## src/rtl/pcie_cpld_tx_pkg.sv

```systemverilog
`default_nettype none
// ============================================================================
// Module      : pcie_cpld_tx_pkg
// Description : CplD header constants, request record and FSM encoding.
// Revision    : 1.0 - initial release
// ============================================================================
package pcie_cpld_tx_pkg;

  localparam logic [7:0]  FMT_TYPE_CPLD  = 8'h4A;
  localparam logic [2:0]  CPL_SC         = 3'b000;
  localparam logic [11:0] BYTE_COUNT_1DW = 12'h004;
  localparam logic [9:0]  LENGTH_1DW     = 10'd1;
  localparam logic [2:0]  LAST_WORD      = 3'd7;
  localparam int          REQ_W          = 63;

  typedef struct packed {
    logic [15:0] rid;
    logic [7:0]  tag;
    logic [6:0]  laddr;
    logic [31:0] data;
  } cpl_req_t;

  typedef enum logic [1:0] {
    ST_IDLE = 2'd0,
    ST_REQ  = 2'd1,
    ST_SEND = 2'd2
  } cpl_state_t;

  // Word idx of the 3-DW CplD header plus its single data DW, big-endian.
  function automatic logic [15:0] cpld_word(input logic [2:0] idx,
                                            input cpl_req_t  req,
                                            input logic [15:0] cid);
    logic [15:0] w;
    w = 16'h0000;
    case (idx)
      3'd0:    w = {FMT_TYPE_CPLD, 8'h00};
      3'd1:    w = {6'b000000, LENGTH_1DW};
      3'd2:    w = cid;
      3'd3:    w = {CPL_SC, 1'b0, BYTE_COUNT_1DW};
      3'd4:    w = req.rid;
      3'd5:    w = {req.tag, 1'b0, req.laddr};
      3'd6:    w = req.data[31:16];
      default: w = req.data[15:0];
    endcase
    return w;
  endfunction

endpackage
`default_nettype wire

```

## src/rtl/pcie_cpld_tx_if.sv

```systemverilog
`default_nettype none
// ============================================================================
// Module      : pcie_cpld_tx_if
// Description : Request-in and core-transmit handshake bundle.
// Revision    : 1.0 - initial release
// ============================================================================
interface pcie_cpld_tx_if;

  logic        req_valid;
  logic        req_ready;
  logic [15:0] req_rid;
  logic [7:0]  req_tag;
  logic [6:0]  req_laddr;
  logic [31:0] req_data;

  logic        tx_req;
  logic        tx_rdy;
  logic        tx_st;
  logic        tx_end;
  logic [15:0] tx_data;

  // master: the completion transmitter; slave: request source plus PCIe core
  modport master (
    input  req_valid, req_rid, req_tag, req_laddr, req_data, tx_rdy,
    output req_ready, tx_req, tx_st, tx_end, tx_data
  );

  modport slave (
    output req_valid, req_rid, req_tag, req_laddr, req_data, tx_rdy,
    input  req_ready, tx_req, tx_st, tx_end, tx_data
  );

endinterface
`default_nettype wire

```

## src/rtl/pcie_cpld_req_fifo.sv

```systemverilog
`default_nettype none
// ============================================================================
// Module      : pcie_cpld_req_fifo
// Description : Single-clock request FIFO with registered full/empty flags.
// Revision    : 1.0 - initial release
// ============================================================================
module pcie_cpld_req_fifo #(
  parameter int WIDTH   = 63,
  parameter int FIFO_AW = 2
) (
  input  logic               clk,
  input  logic               rst,
  input  logic               push_i,
  input  logic [WIDTH-1:0]   wr_data_i,
  input  logic               pop_i,
  output logic [WIDTH-1:0]   rd_data_o,
  output logic               full_o,
  output logic               empty_o,
  output logic [FIFO_AW:0]   count_o
);

  localparam int               DEPTH     = 1 << FIFO_AW;
  localparam int               CNT_W     = FIFO_AW + 1;
  localparam logic [CNT_W-1:0] DEPTH_CNT = CNT_W'(DEPTH);
  localparam logic [CNT_W-1:0] CNT_ONE   = CNT_W'(1);
  localparam logic [FIFO_AW-1:0] PTR_ONE = FIFO_AW'(1);

  logic [WIDTH-1:0]   mem_q [DEPTH];
  logic [FIFO_AW-1:0] wr_ptr_q, rd_ptr_q;
  logic [CNT_W-1:0]   count_q, count_d;
  logic               full_q, empty_q;
  logic               do_push, do_pop;

  assign do_push = push_i & ~full_q;
  assign do_pop  = pop_i  & ~empty_q;

  always_comb begin
    count_d = count_q;
    if (do_push && !do_pop)
      count_d = count_q + CNT_ONE;
    else if (!do_push && do_pop)
      count_d = count_q - CNT_ONE;
  end

  always_ff @(posedge clk) begin
    if (rst) begin
      wr_ptr_q <= '0;
      rd_ptr_q <= '0;
      count_q  <= '0;
      full_q   <= 1'b0;
      empty_q  <= 1'b1;
    end else begin
      if (do_push) wr_ptr_q <= wr_ptr_q + PTR_ONE;
      if (do_pop)  rd_ptr_q <= rd_ptr_q + PTR_ONE;
      count_q <= count_d;
      full_q  <= (count_d == DEPTH_CNT);
      empty_q <= (count_d == '0);
    end
  end

  // Storage carries no reset; validity is tracked entirely by the pointers.
  always_ff @(posedge clk) begin
    if (do_push) mem_q[wr_ptr_q] <= wr_data_i;
  end

  assign rd_data_o = mem_q[rd_ptr_q];
  assign full_o    = full_q;
  assign empty_o   = empty_q;
  assign count_o   = count_q;

endmodule
`default_nettype wire

```

## src/rtl/pcie_cpld_tx.sv

```systemverilog
`default_nettype none
// ============================================================================
// Module      : pcie_cpld_tx
// Description : Queues 1-DW read requests and serialises one CplD per request.
// Revision    : 1.0 - initial release
// ============================================================================
module pcie_cpld_tx
  import pcie_cpld_tx_pkg::*;
#(
  parameter int FIFO_AW = 2
) (
  input  logic                  pcie_clk,
  input  logic                  sys_rst,
  input  logic [7:0]            bus_num,
  input  logic [4:0]            dev_num,
  input  logic [2:0]            func_num,
  pcie_cpld_tx_if.master        bif,
  output logic [15:0]           cpl_sent
);

  localparam logic [FIFO_AW:0] CNT_ONE = (FIFO_AW + 1)'(1);

  cpl_req_t           in_req;
  cpl_req_t           head_req;
  logic               push, pop;
  logic               fifo_full, fifo_empty;
  logic [FIFO_AW:0]   fifo_count;
  logic               more_after_pop;
  logic [15:0]        cid;
  logic [2:0]         next_idx;

  cpl_state_t         state_q;
  logic [2:0]         idx_q;
  logic               busy_q;
  logic               tx_req_q, tx_st_q, tx_end_q;
  logic [15:0]        tx_data_q;
  logic [15:0]        cpl_sent_q;

  assign in_req = {bif.req_rid, bif.req_tag, bif.req_laddr, bif.req_data};
  assign push   = bif.req_valid & ~fifo_full;
  assign pop    = (state_q == ST_SEND) & busy_q & bif.tx_rdy & (idx_q == LAST_WORD);

  pcie_cpld_req_fifo #(
    .WIDTH   (REQ_W),
    .FIFO_AW (FIFO_AW)
  ) u_req_fifo (
    .clk       (pcie_clk),
    .rst       (sys_rst),
    .push_i    (push),
    .wr_data_i (in_req),
    .pop_i     (pop),
    .rd_data_o (head_req),
    .full_o    (fifo_full),
    .empty_o   (fifo_empty),
    .count_o   (fifo_count)
  );

  assign cid            = {bus_num, dev_num, func_num};
  assign next_idx       = idx_q + 3'd1;
  // A push landing on the pop cycle also counts as a remaining entry.
  assign more_after_pop = (fifo_count > CNT_ONE) | push;

  // busy_q marks that a word is on tx_data; the SEND cycle before it loads w0.
  always_ff @(posedge pcie_clk) begin
    if (sys_rst) begin
      state_q    <= ST_IDLE;
      idx_q      <= 3'd0;
      busy_q     <= 1'b0;
      tx_req_q   <= 1'b0;
      tx_st_q    <= 1'b0;
      tx_end_q   <= 1'b0;
      tx_data_q  <= 16'h0000;
      cpl_sent_q <= 16'h0000;
    end else begin
      case (state_q)
        ST_IDLE: begin
          if (!fifo_empty) begin
            state_q  <= ST_REQ;
            tx_req_q <= 1'b1;
          end
        end
        ST_REQ: begin
          if (bif.tx_rdy) begin
            state_q  <= ST_SEND;
            tx_req_q <= 1'b0;
            busy_q   <= 1'b0;
          end
        end
        ST_SEND: begin
          if (!busy_q) begin
            busy_q    <= 1'b1;
            idx_q     <= 3'd0;
            tx_data_q <= cpld_word(3'd0, head_req, cid);
            tx_st_q   <= 1'b1;
            tx_end_q  <= 1'b0;
          end else if (bif.tx_rdy) begin
            if (idx_q == LAST_WORD) begin
              busy_q     <= 1'b0;
              tx_data_q  <= 16'h0000;
              tx_st_q    <= 1'b0;
              tx_end_q   <= 1'b0;
              cpl_sent_q <= cpl_sent_q + 16'd1;
              if (more_after_pop) begin
                state_q  <= ST_REQ;
                tx_req_q <= 1'b1;
              end else begin
                state_q  <= ST_IDLE;
              end
            end else begin
              idx_q     <= next_idx;
              tx_data_q <= cpld_word(next_idx, head_req, cid);
              tx_st_q   <= 1'b0;
              tx_end_q  <= (next_idx == LAST_WORD);
            end
          end
        end
        default: state_q <= ST_IDLE;
      endcase
    end
  end

  assign bif.req_ready = ~fifo_full;
  assign bif.tx_req    = tx_req_q;
  assign bif.tx_st     = tx_st_q;
  assign bif.tx_end    = tx_end_q;
  assign bif.tx_data   = tx_data_q;
  assign cpl_sent      = cpl_sent_q;

endmodule
`default_nettype wire
```

## src/flat_wrapper.sv

```systemverilog
// flat-port wrapper written by rule: the top's interface ports become plain ports
module pcie_cpld_tx_flat import pcie_cpld_tx_pkg::*;
#(
  parameter int FIFO_AW = 2
)
  (pcie_clk, sys_rst, bus_num, dev_num, func_num, cpl_sent, bif_req_valid, bif_req_rid, bif_req_tag, bif_req_laddr, bif_req_data, bif_tx_rdy, bif_req_ready, bif_tx_req, bif_tx_st, bif_tx_end, bif_tx_data);
  pcie_cpld_tx_if bif_i ();
  input  logic pcie_clk;
  input  logic sys_rst;
  input  logic [7:0] bus_num;
  input  logic [4:0] dev_num;
  input  logic [2:0] func_num;
  output logic [15:0] cpl_sent;
  input wire logic [$bits(bif_i.req_valid)-1:0] bif_req_valid;
  input wire logic [$bits(bif_i.req_rid)-1:0] bif_req_rid;
  input wire logic [$bits(bif_i.req_tag)-1:0] bif_req_tag;
  input wire logic [$bits(bif_i.req_laddr)-1:0] bif_req_laddr;
  input wire logic [$bits(bif_i.req_data)-1:0] bif_req_data;
  input wire logic [$bits(bif_i.tx_rdy)-1:0] bif_tx_rdy;
  output wire logic [$bits(bif_i.req_ready)-1:0] bif_req_ready;
  output wire logic [$bits(bif_i.tx_req)-1:0] bif_tx_req;
  output wire logic [$bits(bif_i.tx_st)-1:0] bif_tx_st;
  output wire logic [$bits(bif_i.tx_end)-1:0] bif_tx_end;
  output wire logic [$bits(bif_i.tx_data)-1:0] bif_tx_data;
  assign bif_i.req_valid = bif_req_valid;
  assign bif_i.req_rid = bif_req_rid;
  assign bif_i.req_tag = bif_req_tag;
  assign bif_i.req_laddr = bif_req_laddr;
  assign bif_i.req_data = bif_req_data;
  assign bif_i.tx_rdy = bif_tx_rdy;
  assign bif_req_ready = bif_i.req_ready;
  assign bif_tx_req = bif_i.tx_req;
  assign bif_tx_st = bif_i.tx_st;
  assign bif_tx_end = bif_i.tx_end;
  assign bif_tx_data = bif_i.tx_data;
  pcie_cpld_tx #(.FIFO_AW(FIFO_AW)) u_core (.pcie_clk(pcie_clk), .sys_rst(sys_rst), .bus_num(bus_num), .dev_num(dev_num), .func_num(func_num), .bif(bif_i), .cpl_sent(cpl_sent));
endmodule
```

## config.mk

```make
export PLATFORM = sky130hd
export DESIGN_NAME = pcie_cpld_tx_flat
export DESIGN_NICKNAME = d
export VERILOG_FILES = /design/src/rtl/pcie_cpld_tx_pkg.sv /design/src/rtl/pcie_cpld_tx_if.sv /design/src/rtl/pcie_cpld_req_fifo.sv /design/src/rtl/pcie_cpld_tx.sv /design/src/flat_wrapper.sv
export SDC_FILE = /design/constraint.sdc
export NUM_CORES = 1
export LEC_CHECK = 0
export ABC_AREA = 1
export BUFFER_PORTS_ARGS = -buffer_cell sky130_fd_sc_hd__buf_2
export CORE_ASPECT_RATIO = 1.2
export CORE_MARGIN = 5
export CORE_UTILIZATION = 53
export DETAILED_ROUTE_END_ITERATION = 7
export GPL_TIMING_DRIVEN = 1
export PLACE_DENSITY = 0.75
export SETUP_SLACK_MARGIN = 0.4
export SLEW_MARGIN = 20
export SYNTH_ARGS = -nofsm -noshare
export SYNTH_HDL_FRONTEND = slang
export SYNTH_HIERARCHICAL = 1
export SYNTH_SLANG_ARGS = --single-unit
```

## constraint.sdc

```tcl
create_clock -name pcie_clk -period 3.9 [get_ports pcie_clk]
set_input_delay 0.195 -clock pcie_clk [delete_from_list [all_inputs] [get_ports pcie_clk]]
set_output_delay 0.195 -clock pcie_clk [all_outputs]
set_load 0.05 [all_outputs]
```

# ---- Word-level counts from Yosys, hierarchy flattened
# Memories as Yosys holds them, arrays and structs flattened. A register that Yosys moved wholly into a read port is not among the register bits.
# Index checks and enable logic that the tools add are counted.
# W data, S select, Z words.
dict set report classes {
  n_addsub 6
  n_eq_ne 19
  n_lt_le_gt_ge 1
  mux 35
  n_reduce_logical 15
  n_bitwise 9
}
# cell n
set ops {}
lappend ops {{$pmux W16 S7} 1}
lappend ops {{$mux W16} 3}
lappend ops {{$eq A3 B3 Y1 const B} 6}
lappend ops {{$add A16 B1 Y16 const B} 1}
lappend ops {{$mux W1} 16}
lappend ops {{$mux W3} 5}
lappend ops {{$mux W2} 7}
lappend ops {{$ne A2 B2 Y1 const B} 6}
lappend ops {{$reduce_and A7 Y1} 1}
lappend ops {{$add A3 B1 Y3 const B} 2}
lappend ops {{$and A1 B1 Y1} 6}
lappend ops {{$eq A3 B2 Y1 const B} 2}
lappend ops {{$logic_not A3 Y1} 2}
lappend ops {{$pmux W2 S3} 1}
lappend ops {{$reduce_and A5 Y1} 1}
lappend ops {{$add A2 B1 Y2 const B} 2}
lappend ops {{$ne A2 B1 Y1 const B} 2}
lappend ops {{$reduce_and A2 Y1} 2}
lappend ops {{$reduce_and A4 Y1} 1}
lappend ops {{$eq A3 B1 Y1 const B} 1}
lappend ops {{$gt A3 B1 Y1 const B} 1}
lappend ops {{$pmux W1 S3} 1}
lappend ops {{$reduce_and A3 Y1} 1}
lappend ops {{$reduce_bool A3 Y1} 1}
lappend ops {{10 further kinds} 13}
dict set report totals {
  register_bits 50
  memories 1
  out_inout_bits 36
  elab_cells 99
  mem_bits_rw 252
  input_bits 83
}
# name words word_bits read_ports rd_clocked_by_memory_dff wr line_no
set mem_list {}
lappend mem_list {u_core.u_req_fifo.mem_q 4 63 1 1 1 pcie_cpld_req_fifo.sv:28} ;# logic [WIDTH-1:0] mem_q [DEPTH];

# ---- Logic depth before layout (Yosys ltp)
# Gate-level depths: netlist of run 1.
dict set report depth {
  ltp_word 9
  ltp_mapped 14
  depth_no_buf 13
}

# ---- Modules after synthesis
# Netlist of run 1, hierarchy kept.
# mod cells_per_inst seq_area_each_um2 n_inst area_per_inst_um2
set modules_own_cells {}
lappend modules_own_cells {pcie_cpld_req_fifo 687 7787.5 1 9909.5}
lappend modules_own_cells {pcie_cpld_tx 445 820.8 1 2630.0}

# ---- Worst setup path after synthesis of run 1
# Ideal clock, no wire load.
dict set report synth_timing {
  path_kind {register to register}
  startpoint {register u_core.u_req_fifo.full_q (netlist: u_core/u_req_fifo/full_o)}
  endpoint {memory u_core.u_req_fifo.mem_q[0][0] (enable)}
  period_less_slack_ns 4.161
  stages_incl_launch_ff 6
  setup_time_ns 0.484
  path_buffers 0
  t_arrival_ns 3.677
  setup_slack_ns -0.261
  required_ns 3.416
  cell_sequence {dfxtp_1 > inv_1 > nand2_1 > inv_1 > nand2_4 > nor2_1}
}
dict set report synth_between {
  elab_chain_cells 5
}
# element line_no
set synth_rtl {}
lappend synth_rtl {{start: declaration} pcie_cpld_req_fifo.sv:31} ;# logic full_q, empty_q;
lappend synth_rtl {{start signal: assignment} pcie_cpld_req_fifo.sv:56} ;# full_q <= (count_d == DEPTH_CNT);
lappend synth_rtl {{$not A1 Y1} n/a}
lappend synth_rtl {{via bif_req_ready} flat_wrapper.sv:20} ;# output wire logic [$bits(bif_i.req_ready)-1:0] bif_req_ready;
lappend synth_rtl {{$and A1 B1 Y1} pcie_cpld_tx.sv:40} ;# assign push = bif.req_valid & ~fifo_full;
lappend synth_rtl {{via u_core.push} pcie_cpld_tx.sv:25} ;# logic push, pop;
lappend synth_rtl {{$and A1 B1 Y1} pcie_cpld_req_fifo.sv:34} ;# assign do_push = push_i & ~full_q;
lappend synth_rtl {{$mux W1} pcie_cpld_req_fifo.sv:63} ;# if (do_push) mem_q[wr_ptr_q] <= wr_data_i;
lappend synth_rtl {{$mux W1 (implied by the code)} pcie_cpld_req_fifo.sv:63}
lappend synth_rtl {{end: declaration} pcie_cpld_req_fifo.sv:28}
# The timed path passes the listed nets, and every way through them passes these cells.

==> results of run 1 <==
[layer usage]
layer	share of wire (%)	vias to the layer above	global-route usage (%)
li1	-	4301	-
met1	39	4345	30.7
met2	49	443	37.3
met3	9.1	54	3.25
met4	2.3	0	6.52
met5	0	-	0
[kinds of logic (layout without fill, tap and decap cells)]
| group | count (synthesis) | after routing |
|---|---|---|
| AND/OR/NAND/NOR | 426 | 426 |
| flip-flops | 304 | 304 |
| AO/OA/AOI/OAI | 257 | 257 |
| buffers and inverters | 130 | 319 |
| adder cells (fa/ha/maj) | 13 | 13 |
| XOR/XNOR | 2 | 2 |
| other | 0 | 1 |
[worst reg2reg max path, delay by kind of cell (launching register included)]
kind	cells	cell delay (ps)
flops	1	820
compound gates	3	590
buf+inv	2	720
simple gates	4	340
[how the worst max path moves through the flow]
stage | from | end | depth (start not counted)
floorplan | u_core/u_req_fifo/full_o | u_core/u_req_fifo/mem_q[0][0] | 5
detailed placement | register | u_core/bif.tx_data[15] | 9
global route | register | u_core/bif.tx_data[0] | 9
finish | register | u_core/bif.tx_data[3] | 9
CTS | register | u_core/bif.tx_data[3] | 9
global placement | register | u_core/bif.tx_data[3] | 9
[registers in the layout, indices dropped and copies added, names as in the netlist, named ones only]
register / cells
u_core/u_req_fifo/rd_ptr_q: 2
u_core/idx_q: 3
u_core/state_q: 2
u_core/bif.tx_data: 16
u_core/u_req_fifo/wr_ptr_q: 2
u_core/u_req_fifo/empty_o: 1
u_core/bif.tx_st: 1
u_core/bif.tx_req: 1
u_core/u_req_fifo/mem_q: 252
u_core/cpl_sent: 16
u_core/u_req_fifo/count_o: 3
u_core/busy_q: 1
u_core/u_req_fifo/full_o: 1
u_core/bif.tx_end: 1
[through the flow]
step | instance area (um2) | TNS [ps] | util [%]
finish | 14900 | 0 | 63.9
floorplan | 12500 | -65800 | -
detailed placement | 13400 | 0 | 57.4
global placement | 13400 | 0 | 57.4
global route | 14900 | 0 | 63.9
CTS | 14900 | 0 | 63.9
[what timing repair did]
item	CTS	global route
hold buffers	63	0
hold endpoints to repair	252	0
gates resized for setup	0	0
[layout by cell type (no fill, tap or decap), drive strengths merged]
master	n
inv	75
clkinvlp	1
nand4	17
nor3b	1
ha	13
dfxtp	52
o21ai	150
o21bai	1
xnor2	1
clkbuf	37
a31oi	1
o22ai	63
bufinv	2
diode	1
buf	130
nand2	178
dlygate4sd3	63
a21oi	41
nor3	3
nand3b	4
xor2	1
edfxtp	252
nand3	21
clkinv	11
and3	1
o21a	1
nor2	201
[power by group]
part	switching, mW	leakage [nW]	internal, mW
clock network	1.10	0.428	1.51
registers	0.0472	2.74	3.67
logic	0.278	2.37	0.144
[layout make-up]
type                            instances  area (um2)
Sequential cell                       304        8610
Multi-Input combinational cell        698        3360
Antenna cell                            1        2.50
Timing Repair Buffer                  193        1340
Clock buffer                           37         766
Inverter                               75         287
Tap cell                              315         394
Fill cell                            1740        8400
Clock inverter                         14         114
==> impl_results.md, run 1 <==
* Run status: finished, final reports clean
* DP Worst Slack at about 1400 ps
* Number of synthesized flops with an enable pin at 252
* Largest net degree at the start of global routing at between 100 and 150
* Final cell count without fillers at roughly 1600
* Top-count cell post-synth: edfxtp_1
* Final period util at around 66%
* Main combinational cell family by area after synthesis: simple AND/OR/NAND/NOR gates
* Synthesized cell area at around 13000 um2
* Max Clock Skew at approximately 10 ps
* Worst hold start: bif_tx_rdy
* Slew @ Worst Pin at approximately 1000 ps
* Seq/Total Area, Yosys at 68.6%
* Port Buffers at between 100 and 150
* TritonCTS Buffers at 29
* Startpoint types: register
* Hold WS at 44.7 ps
* Reg-to-reg endpoint: u_core/bif.tx_data[3]
* Share of layout cells above drive strength 1 at approximately 15%
* H-tree depth at 1
* Clock Latency Late Sink at approximately 530 ps
* Leading post-synthesis cells by cell area: edfxtp_1 60%, dfxtp_1 8.3%, o21ai_0 5.9%
* Gp weighted congestion at ~0.89
* Slowest cell delay on critical path at 820 ps
* Initial antenna violation count at 0
* Worst Hold Path EP: u_core/state_q[1]
* Cell family with most CP delay: flip-flops
* Clk pin slew, worst setup/hold paths at 60 ps
* Ys flop type: edfxtp_1
* Half-perimeter wire length after placement at around 19 mm
* PD cells at ~450 nW/um2
* CP max FO at 66
* Hold path cells at 3
* Root Buffer Master: clkbuf_16
* R2r worst-path depth at 9
* Max Cap Viol at 0
* Critical-path top delay cell: dfxtp_4
* Compound-Gate Fraction of Synth Area at about 11%
* Sequence of cells on the critical path: buf_4, o21ai_0, o22ai_1, nand2_1, nand2_1, inv_1, nand4_1, nand2_1, a21oi_1
* WP data arrival at about 3000 ps
* Worst EP required at between 4000 and 5000 ps
* Max-slew headroom at between 30 and 40%
* First-pass GRT wire length at ~47 mm
* GRT Total Usage at about 22%
* Yosys warnings at 6
* Core ar. at roughly 23000 um2
* Final setup violation count at 0
* GRT overflow at 0
* ANT nets after route at 0
* Num rows at 61
* CP most frequent cell: nand2_1
* Synthesis-stage register bit count at just over 300
* Final min period at 2560 ps
* Post-CTS Setup Bufs at 0
* Setup WS post-layout at 1340 ps
* Share of flip-flops with an asynchronous set or reset at 0%
* CP Capture Type: register
* DR WL/cell at approximately 18 um
* XOR/XNOR share of the synthesized area at 0.140%
* Post-synthesis mux area share at 0%
* Vias per inst at 5.59
* Layout area overhead at 18.6%
* Die area at roughly 27000 um2
* WL final at ~30 mm
* Via count at between 9000 and 10000
* Commonest cells post-synth: 252 x edfxtp_1, 194 x nor2_1, 175 x nand2_1
* Io pins at between 100 and 150
* Hold Fails Final Rpt at 0
* Die Height at between 150 and 200 um
* Synth area leader: edfxtp_1
* Simple-Gate Fraction of Synth Area at 14.2%
* Worst R2R Setup Slack at approximately 1300 ps
* VDD IR max at roughly 0.39 mV
* DR iter-0 viols at 986
* Post-synth top area share at between 60% and 70%
* WP buf/inv at 2
* CTS tree: yes
* Fmax at between 300 and 400 MHz
* DRC Markers at 0
* Layout Nets at 1397
* Mapped Avg Cell Area at approximately 11 um2
* Clock sinks at a little over 300
* Vias in the first global route at around 8700
* Pins Over Slew Limit at 0
* Distinct cells, synth at 34
* Mapped Nets at ~1200
* Placed cell count at approximately 1500
* Hold Crit Class: input pin to register
* Adder-Cell Fraction of Synth Area at 1.30%
* TritonRoute pass-1 iters at 5
* Post-Syn Instances at about 1100
* Overall Power at slightly below 7 mW
* Static leakage at 5.53 nW
* Clk buf depth at 3
* Crit path kind: register to register
* RSZ-0062 raised after global routing: no
* Die W at between 150 and 200 um
* Initial Utilization at between 50% and 60%
Power figures use the tool's default switching activity.
==> run 2: changes to the inputs <==
CORE_UTILIZATION = 59   (was 53)
PLACE_DENSITY = 0.79   (was 0.75)
clock period = 2.5 ns   (was 3.9 ns; I/O delays follow)
==> run 2 against run 1 <==
Sequential cell count stayed put. Global-route usage grew 3.0 points. Routed wire length up 3.7%. Clock power is 70% higher. Critical path depth is 1 lower. Core utilization grew 8.2 points. Combinational power rose by 65%. Count of clock-buffer cells in the layout fell by 1. Final cell count shrank 1.8%. First-iteration DRC count is 14% lower. Sequential share of layout area shrank 0.95 points. Critical path type unchanged.
==> impl_results.md, run 2 (same netlist as run 1, synthesis figures left out) <==
* Critical-path top delay cell: dfxtp_1
* Clk pwr share at 40.5% (+1.9 points)
* Static leakage at 5.63 nW (+1.7%)
* Num rows at 58 (-4.9%)
* CP max FO at 10 (-85%)
* Max Clock Skew at 12.1 ps (+1.92 ps)
* Die area at 24300 um2 (-9.6%)
* Clock sinks at 304 (unchanged)
* Die W at 143 um (-4.9%)
* Hold Fails Final Rpt at 0 (unchanged)
* Most common cell after layout, fill and taps aside: edfxtp_1
* Sequence of cells on the critical path: ha_1, ha_4, nand2_2, clkinvlp_4, nand2_1, nand4_1, o21ai_0, a21oi_1
* Total Neg Setup Slack at 0 ps (unchanged)
* Root Buffer Master: clkbuf_16
* Crit. path cell count at 8 (-1)
* Vias in the first global route at 9097 (+4.4%)
* Finished Core Util at 72.1% (+8.2 points)
* RSZ-0062 raised after global routing: no
* Worst EP required at 2920 ps (-1430 ps)
* TritonCTS Buffers at 29 (unchanged)
* Most frequent cells in the layout: 252 x edfxtp_1, 190 x nor2_1, 172 x nand2_1
* First-pass GRT wire length at 48.0 mm (+2.6%)
* Crit path kind: register to register
* Initial Utilization at 59.8% (+5.9 points)
* Hold Crit Class: input pin to register
* Slowest cell delay on critical path at 390 ps (-430 ps)
* DRC Markers at 0 (unchanged)
* Fmax at 500 MHz (+28%)
* Top reg by flops: u_core/u_req_fifo/mem_q
* Layout area overhead at 20.6%
* Clock Latency Late Sink at 540 ps (about the same)
* Sequential share of power at 53.1% (-2.0 points)
* Final period util at 80.0% (+14 points)
* Ant diodes at 0 (-1)
* WL final at 31.1 mm (+3.7%)
* DR WL/cell at 19.4 um (+5.6%)
* Overall Power at 10.9 mW (+62%)
* Die Height at 170 um (-4.9%)
* PD cells at 721 nW/um2 (+59%)
* Max reg flops at 252 (unchanged)
* Final cell count without fillers at 1608 (-1.8%)
* P_int at 8.54 mW (+61%)
* Clk pin slew, worst setup/hold paths at 60 ps (about the same)
* WP data arrival at 2420 ps (-590 ps)
* Clk buf depth at 3 (unchanged)
* Pins Over Slew Limit at 0 (unchanged)
* Vias per inst at 5.74 (+2.7%)
* Largest net degree at the start of global routing at 75 (-41%)
* Share of layout cells above drive strength 1 at 17.0% (+2.1 points)
* Via count at 9226 (+0.91%)
* Io pins at 119 (unchanged)
* Gp weighted congestion at 0.873 (-1.4%)
* Max Cap Viol at 0 (unchanged)
* GRT overflow at 0 (unchanged)
* Switching share of power at 21.7% (+0.59 points)
* Half-perimeter wire length after placement at 18.3 mm (-1.6%)
* Filler cells at 1404 (-19%)
* Port Buffers at 118 (unchanged)
* Run status: finished, final reports clean
* WP buf/inv at 1 (-1)
* Layout Nets at 1412 (+1.1%)
* Slew @ Worst Pin at 449 ps (-569 ps)
* DR iter-0 viols at 847 (-14%)
* CP Capture Type: register
* Final setup violation count at 0 (unchanged)
* Logic gate share of total power at 6.4% (about the same)
* R2r worst-path depth at 8 (-1)
* VDD IR max at 0.643 mV (+64%)
* GRT Total Usage at 25.4% (+3.0 points)
* Hold path cells at 5 (+2)
* ANT nets after route at 0 (unchanged)
* Cell family with most CP delay: adder cells
* H-tree depth at 1 (unchanged)
* CTS tree: yes
* Core ar. at 21000 um2 (-9.9%)
* Max-slew headroom at 70.1% (+38 points)
* Startpoint types: register
* Initial antenna violation count at 0 (unchanged)
* Placed cell count at 1483 (-2.6%)
* TritonRoute pass-1 iters at 6 (+1)
* Switching pwr at 2.36 mW (+66%)
* Final min period at 2000 ps (-561 ps)
## run 2: cell types whose count changed in the layout (fill, tap and decap cells not counted), moves of 2 or more
cell,previous run,this run
buf_4,10,16
buf_12,2,7
inv_1,68,63
clkinv_1,7,3
clkinvlp_4,1,5
nand2_1,175,172
nand2_2,1,4
bufinv_16,2,4
dfxtp_1,50,48
dfxtp_2,1,3
dlygate4sd3_1,63,65
## run 2: area by class of cell
cell class              count  area, um2  share of cell area (%)
multi-input cells         698       3390                    22.4
inverters                  75        307                    2.03
repair buffers            208       1520                    10.0
clock inverters            17        195                    1.29
flip-flops and latches    304       8620                    57.0
well taps                 270        338                    2.23
clock buffers              36        762                    5.04
## run 2: what timing repair did
item,in CTS,in global routing
hold buffers,65,0
setup buffers,0,7
resized for setup,0,10
endpoints found under the setup margin,0,20
endpoints found under the hold margin,269,0
## run 2: power by group through the flow
stage	Combinational (mW)	Sequential (mW)	Clock [mW]
after global placement	0.597	5.89	0
after detailed placement	0.612	5.90	0
after floorplan	0.279	5.94	0
after global routing	0.754	5.81	4.70
final	0.697	5.79	4.41
after CTS	0.693	5.79	4.44
## run 2: worst reg2reg max path: cells and delay by family, from the launching register on
family	cells	cell delay, ps
AOI/OAI and AO/OA	2	360
adders and majority gates	2	460
buffers and inverters	1	200
DFF	1	390
and+or+nand+nor	3	450
## run 2: path summary, 6_finish.rpt
| path | startpoint | slack, ps | end |
|---|---|---|---|
| setup reg to reg | u_core/idx_q[0] | 500 | u_core/bif.tx_data[11] |
| hold reg to reg | u_core/bif.tx_req | 440 | u_core/bif.tx_req |
| setup / recovery | u_core/idx_q[0] | 500 | u_core/bif.tx_data[11] |
| hold / removal | bus_num[0] | 30 | u_core/bif.tx_data[8] |
## run 2: routing by layer
metal  vias to the layer above  track usage (%)  wire (um)
met1                      4339             32.8      11600
met2                       497             43.1      15600
met5                         -                0          0
met3                        71             3.38       2790
li1                       4319                -          -
met4                         0             11.0       1200
## run 2: through the flow
stage / hold WS, ps / worst slack [ps] / instance area [um2]
final: 27.7 / 499 / 15100
after detailed placement: 342 / 431 / 13400
after global placement: 338 / 476 / 13400
after global routing: 43.1 / 417 / 15100
after CTS: 1.45 / 430 / 15000
after floorplan: 196 / 298 / 12600
